<file path="config.mk">
export PLATFORM = sky130hd
export DESIGN_NAME = sda_stp_receiver
export DESIGN_NICKNAME = d
export VERILOG_FILES = /design/src/rtl/stp_pkg.sv /design/src/rtl/line_sync.sv /design/src/rtl/sda_stp_receiver.sv
export SDC_FILE = /design/constraint.sdc
export NUM_CORES = 1
export LEC_CHECK = 0
export BUFFER_PORTS_ARGS = -buffer_cell sky130_fd_sc_hd__buf_2
export CORE_MARGIN = 1
export CORE_UTILIZATION = 40
export DETAILED_ROUTE_END_ITERATION = 16
export PLACE_DENSITY = 0.63
export SLEW_MARGIN = 20
export SYNTH_ARGS = -nofsm -noshare
export SYNTH_HDL_FRONTEND = slang
export SYNTH_HIERARCHICAL = 1
export SYNTH_SLANG_ARGS = --single-unit
</file>
<file path="constraint.sdc">
create_clock -name clk -period 2.5 [get_ports clk]
set_clock_uncertainty 0.15 [all_clocks]
set_input_delay 0.375 -clock clk [delete_from_list [all_inputs] [get_ports clk]]
set_output_delay 0.375 -clock clk [all_outputs]
set_load 0.05 [all_outputs]
</file>
<file path="src/rtl/stp_pkg.sv">
// Shared constants and types for the serial-to-parallel receiver.
// Imported by the synchronizer and receiver top.
package stp_pkg;

  localparam int STP_DATA_WIDTH = 16;
  localparam int IDX_W = 8;

  typedef enum logic {
    IDLE,
    RECV
  } state_t;

endpackage

</file>
<file path="src/rtl/line_sync.sv">
// Multi-flop synchronizer for one bus line, with a delayed
// copy and single-cycle rise/fall flags. Idles high.
module line_sync #(
  parameter int SYNC_STAGES = 2
) (
  input  logic clk,
  input  logic rst_n,
  input  logic line,
  output logic s,
  output logic d,
  output logic rise,
  output logic fall
);

  logic [SYNC_STAGES-1:0] q;

  always_ff @(posedge clk) begin
    if (!rst_n) begin
      q <= '1;
      d <= 1'b1;
    end else begin
      q[0] <= line;
      for (int i = 1; i < SYNC_STAGES; i++) begin
        q[i] <= q[i-1];
      end
      d <= q[SYNC_STAGES-1];
    end
  end

  assign s    = q[SYNC_STAGES-1];
  assign rise = s & ~d;
  assign fall = ~s & d;

endmodule

</file>
<file path="src/rtl/sda_stp_receiver.sv">
// Two-wire serial receiver: START/STOP framing, MSB-first words
// captured on SCL rises, framing errors on aborted words.
module sda_stp_receiver
  import stp_pkg::*;
#(
  parameter int DATA_WIDTH  = STP_DATA_WIDTH,
  parameter int SYNC_STAGES = 2
) (
  input  logic                  clk,
  input  logic                  rst_n,
  input  logic                  STP_en,
  input  logic                  scl_in,
  input  logic                  sda_in,
  output logic [DATA_WIDTH-1:0] data_out,
  output logic                  data_valid,
  output logic                  busy,
  output logic                  frame_err,
  output logic [IDX_W-1:0]      bit_index
);

  if (DATA_WIDTH < 1 || DATA_WIDTH > 256) begin : g_bad_width
    $error("DATA_WIDTH must be 1..256");
  end

  localparam logic [IDX_W-1:0] TOP = IDX_W'(DATA_WIDTH - 1);

  logic scl_s, scl_d, scl_rise, scl_fall;
  logic sda_s, sda_d, sda_rise, sda_fall;

  line_sync #(.SYNC_STAGES(SYNC_STAGES)) u_scl (
    .clk  (clk),
    .rst_n(rst_n),
    .line (scl_in),
    .s    (scl_s),
    .d    (scl_d),
    .rise (scl_rise),
    .fall (scl_fall)
  );

  line_sync #(.SYNC_STAGES(SYNC_STAGES)) u_sda (
    .clk  (clk),
    .rst_n(rst_n),
    .line (sda_in),
    .s    (sda_s),
    .d    (sda_d),
    .rise (sda_rise),
    .fall (sda_fall)
  );

  logic unused_ok;
  assign unused_ok = ^{scl_fall, sda_d};

  logic scl_high, start, stop, mid;
  assign scl_high = scl_s & scl_d;
  assign start    = scl_high & sda_fall;
  assign stop     = scl_high & sda_rise;
  assign mid      = (bit_index != TOP);

  state_t                state;
  logic [DATA_WIDTH-1:0] shreg;
  logic [DATA_WIDTH-1:0] word;

  // Shift register with the current bit already dropped in.
  always_comb begin
    word = shreg;
    for (int i = 0; i < DATA_WIDTH; i++) begin
      if (bit_index == IDX_W'(i)) word[i] = sda_s;
    end
  end

  always_ff @(posedge clk) begin
    if (!rst_n) begin
      state      <= IDLE;
      busy       <= 1'b0;
      data_out   <= '0;
      data_valid <= 1'b0;
      frame_err  <= 1'b0;
      bit_index  <= TOP;
      shreg      <= '0;
    end else begin
      data_valid <= 1'b0;
      frame_err  <= 1'b0;
      if (!STP_en) begin
        state     <= IDLE;
        busy      <= 1'b0;
        bit_index <= TOP;
        shreg     <= '0;
      end else begin
        unique case (state)
          IDLE: begin
            if (start) begin
              state     <= RECV;
              busy      <= 1'b1;
              shreg     <= '0;
              bit_index <= TOP;
            end
          end
          RECV: begin
            if (scl_rise) begin
              if (bit_index == '0) begin
                data_out   <= word;
                data_valid <= 1'b1;
                shreg      <= '0;
                bit_index  <= TOP;
              end else begin
                shreg     <= word;
                bit_index <= bit_index - IDX_W'(1);
              end
            end else if (start) begin
              frame_err <= mid;
              shreg     <= '0;
              bit_index <= TOP;
            end else if (stop) begin
              frame_err <= mid;
              state     <= IDLE;
              busy      <= 1'b0;
              shreg     <= '0;
              bit_index <= TOP;
            end
          end
          default: state <= IDLE;
        endcase
      end
    end
  end

endmodule

</file>
# ---- Yosys cells after proc, flatten, opt, wreduce, memory -nomap -nowiden
# Index checks and enable logic that the tools add are counted.
dict set report totals {
  regBits 50
  word_cells 93
}
dict set report op_classes {
  addsub 1
  eq_ne 21
  mux 41
  bitwise_logic 12
  n_reduce_logical 7
}
# cell count
set ops {}
lappend ops {{two-way mux 16 bit} 5}
lappend ops {{equality test 8 x 4 -> 1 bit, second input constant} 8}
lappend ops {{two-way mux 8 bit} 5}
lappend ops {{equality test 8 x 3 -> 1 bit, second input constant} 4}
lappend ops {{case mux 16 bit (2 select lines)} 1}
lappend ops {{two-way mux 1 bit} 27}
lappend ops {{equality test 8 x 2 -> 1 bit, second input constant} 2}
lappend ops {{case mux 8 bit (2 select lines)} 1}
lappend ops {{AND reduction 4 bit} 3}
lappend ops {{equality test 8 x 1 -> 1 bit, second input constant} 1}
lappend ops {{logical NOT 8 bit} 1}
lappend ops {{inequality test 2 bit, second input constant} 4}
lappend ops {{inequality test 8 x 4 -> 1 bit, second input constant} 1}
lappend ops {{subtractor 8 x 1 -> 8 bit, second input constant} 1}
lappend ops {{AND 1 bit} 6}
lappend ops {{NOT 1 bit} 6}
lappend ops {{inequality test 4 bit, second input constant} 1}
lappend ops {{case mux 1 bit (2 select lines)} 2}
lappend ops {{AND reduction 2 bit} 2}
lappend ops {{OR reduction 4 bit} 1}

# ---- Logic depth before layout (Yosys ltp)
dict set report depth {
  depth_word 7
  ltp_mapped 8
}

# ---- By module
# Netlist, hierarchy kept.
# module n_inst cells_per_inst area_per_inst_um2
set modules_own_cells {}
lappend modules_own_cells {sda_stp_receiver 1 223 1935.6}
lappend modules_own_cells {line_sync 2 8 91.3}

# ---- Worst setup path after synthesis
# Ideal clock, no wire load.
dict set report synth_timing {
  path_type {reg2reg}
  start {register bit_index[0]}
  end {register data_out[10]}
  setup_time_ps 122
  arrival_ps 1883
  required_time_ps 2228
  path_slack_ps 345
  stages_incl_launch_ff 8
  period_less_slack_ps 2155
  path_cell_list {dfxtp_1 -> inv_1 -> ha_1 -> clkbuf_1 -> inv_1 -> nor4b_4 -> buf_2 -> a21oi_1}
}
dict set report synth_between {
  elab_chain_cells 2
  elab_cells_between_ends 4
}
# item line_no
set synth_lines {}
lappend synth_lines {{start, declared} sda_stp_receiver.sv:18} ;# output logic [IDX_W-1:0] bit_index
lappend synth_lines {{start signal, assigned} sda_stp_receiver.sv:107} ;# bit_index <= bit_index - IDX_W'(1);
lappend synth_lines {{equality test 8 x 4 -> 1 bit or logical NOT 8 bit (tied branches)} {sda_stp_receiver.sv:67, sda_stp_receiver.sv:100}}
lappend synth_lines {{two-way mux 1 bit or AND reduction 4 bit (tied branches)} -}
lappend synth_lines {{end signal, assigned} sda_stp_receiver.sv:101} ;# data_out <= word;
lappend synth_lines {{end, declared} sda_stp_receiver.sv:14} ;# output logic [DATA_WIDTH-1:0] data_out,
# Parallel ways exist; a longest one is shown, timed or not.
# A chain may end at the register's enable or synchronous reset.

# ---- Worst setup path in the final report
dict set report layout_timing {
  start {register u_scl.q[1]}
  end {register data_out[0]}
}
dict set report layout_between {
  elab_chain_cells 2
}
# item line_no
set layout_lines {}
lappend layout_lines {{start, declared} line_sync.sv:15} ;# logic [SYNC_STAGES-1:0] q;
lappend layout_lines {{start signal, assigned by index} line_sync.sv:24} ;# q[i] <= q[i-1];
lappend layout_lines {{AND 1 bit} line_sync.sv:31} ;# assign rise = s & ~d;
lappend layout_lines {{net scl_rise} sda_stp_receiver.sv:27} ;# logic scl_s, scl_d, scl_rise, scl_fall;
lappend layout_lines {{AND reduction 4 bit (no source line)} -}
# The timed path passes the listed nets, and every way through them passes these cells.

==> qor.yml <==
worstPathArrival_ps: 2180
final_common_cell: "dfxtp_1"
portBuffers: 31
cts_hold_buf: 0
slew_headroom_pct: 49.5
final_cell_count_no_fill: 339
grt.total_usage_pct: 16.5
setup_tns_ps: 0
cts.clk_slew.worst_paths_ps: 90
power_density_mw_per_mm2: 570
final_area_mm2: 0.00244
critPathLaunchType: "register"
diodes: 0
yosysWarnings: 6
max-cap-violations: 0
power_mw: 1.39
postCtsSetupRepairBufs: 0
outcome: "completed"
clock_latency_ps: 300
layout_common_cells: "dfxtp_1 (49), o21ai_0 (36), buf_2 (31)"
cts_made_buffers: 5
drt-total-wl_mm: 4.25
cts.sinks: 49
vdd_ir_drop_max_mv: 0.357
critPathCaptureType: "register"
cts.path.max_buffers: 2
synth_area_per_cell_um2: 8.87
synth.net_count: 248
gp_congestion: 0.833
final_max_slew_viol_count: 0
drt_drc_violations_left: 0
core_area_mm2: 0.00511
dpl-instance-area_mm2: 0.00233
drive_gt1_share_pct: 17.8
via_per_inst: 5.15
cp_slowest_cell: "dfxtp_1"
tritoncts: "done"
num_rows: 26
fin_crit_sh_pct: 85.2
drt_iter0_markers: 115
path_buf_inv: 1
syn_inst: 238
worst_slew_pin_slew_ps: 757
firstDrtPassIters: 6
hold_viol: 0
dieArea_mm2: 0.00557
htreeDepth: 2
avgRoutedWirePerCell_um: 12.5
vias: 1745
nNetsFinal: 278
cpPeakStageDelay_ps: 430
dp_hpwl_mm: 2.95
grt_pass1_wl_mm: 7.07
syn_area_mm2: 0.00211
root_buffer: "clkbuf_8"
crit_family: "simple AND/OR/NAND/NOR gates"
areaGrowthSynthToFinish_pct: 15.5
dieWidth_um: 74.7
rsz0062_at_grt: "no"
grt-ovfl-total: 0
dp.cells: 331
setup_viol: 0
grt_max_degree: 32
grt_pass1_vias: 1498
post_cts_resized: 0
cp.required_ps: 2550
ios: 32
min_period_ps: 2130
hold_path_class: "in -> reg"
power_leakage_nw: 1.06
worstPathCellList: "nor2b_1 > nand3_1 > nor4b_4 > buf_4 > mux2i_1 > nor2_1"
timing.fmax_mhz: 469
start_util_pct: 41.4
route.antenna.remaining_nets: 0
critPathKind: "reg -> reg"
fill_cells: 510
final_core_util_pct: 47.8
antenna_found_initial: 0
critPathMaxFanout: 31
fp.dieH_um: 74.7
routing by layer:
layer	vias to the layer above	track usage, %	wire length (um)
met4	0	5.03	41
met5	-	0	0
met3	4	3.35	209
met2	37	25.5	1880
li1	910	-	-
met1	794	23.4	2120
path summary, 6_finish.rpt:
check,cells past startpoint,end,slack (ps),startpoint
setup / recovery,6,data_out[0],370,u_scl/q[1]
hold / removal,2,u_scl/q[0],100,scl_in
setup reg to reg,6,data_out[0],370,u_scl/q[1]
hold reg to reg,1,u_sda/q[1],260,u_sda/q[0]
state kept, by name, indices dropped and copies added (netlist names):
register and count:
busy 1, data_valid 1, u_scl/q 2, data_out 16, u_sda/d 1, state 1
u_sda/q 2, frame_err 1, u_scl/d 1, bit_index 8, shreg 15
final cells by class:
cell class                      instances  area, um^2  share of cell area, %
Tap cell                               70        87.6                   3.59
Sequential cell                        49         981                   40.2
Timing Repair Buffer                   37         200                   8.21
Clock inverter                          2        38.8                   1.59
Clock buffer                            6        72.6                   2.97
Inverter                                5        18.8                  0.769
Multi-Input combinational cell        170        1040                   42.7
worst reg2reg max path: cells and delay by family (launching register included):
family	cells	cell delay, ps
AND/OR/NAND/NOR	4	920
multiplexers	1	220
buffers and inverters	1	310
flip-flops	1	430
report_power, final:
| group | leakage (nW) | switching [mW] | internal, mW |
|---|---|---|---|
| combinational | 0.612 | 0.0242 | 0.0122 |
| sequential | 0.396 | 0.00326 | 0.784 |
| clock | 0.0554 | 0.266 | 0.301 |
metrics by stage:
stage	hold WS (ps)	worst slack, ps
after floorplan	236	345
after global placement	241	478
after detailed placement	242	395
after CTS	91.0	378
after global routing	92.7	232
final	101	370
Power figures use the tool's default switching activity.
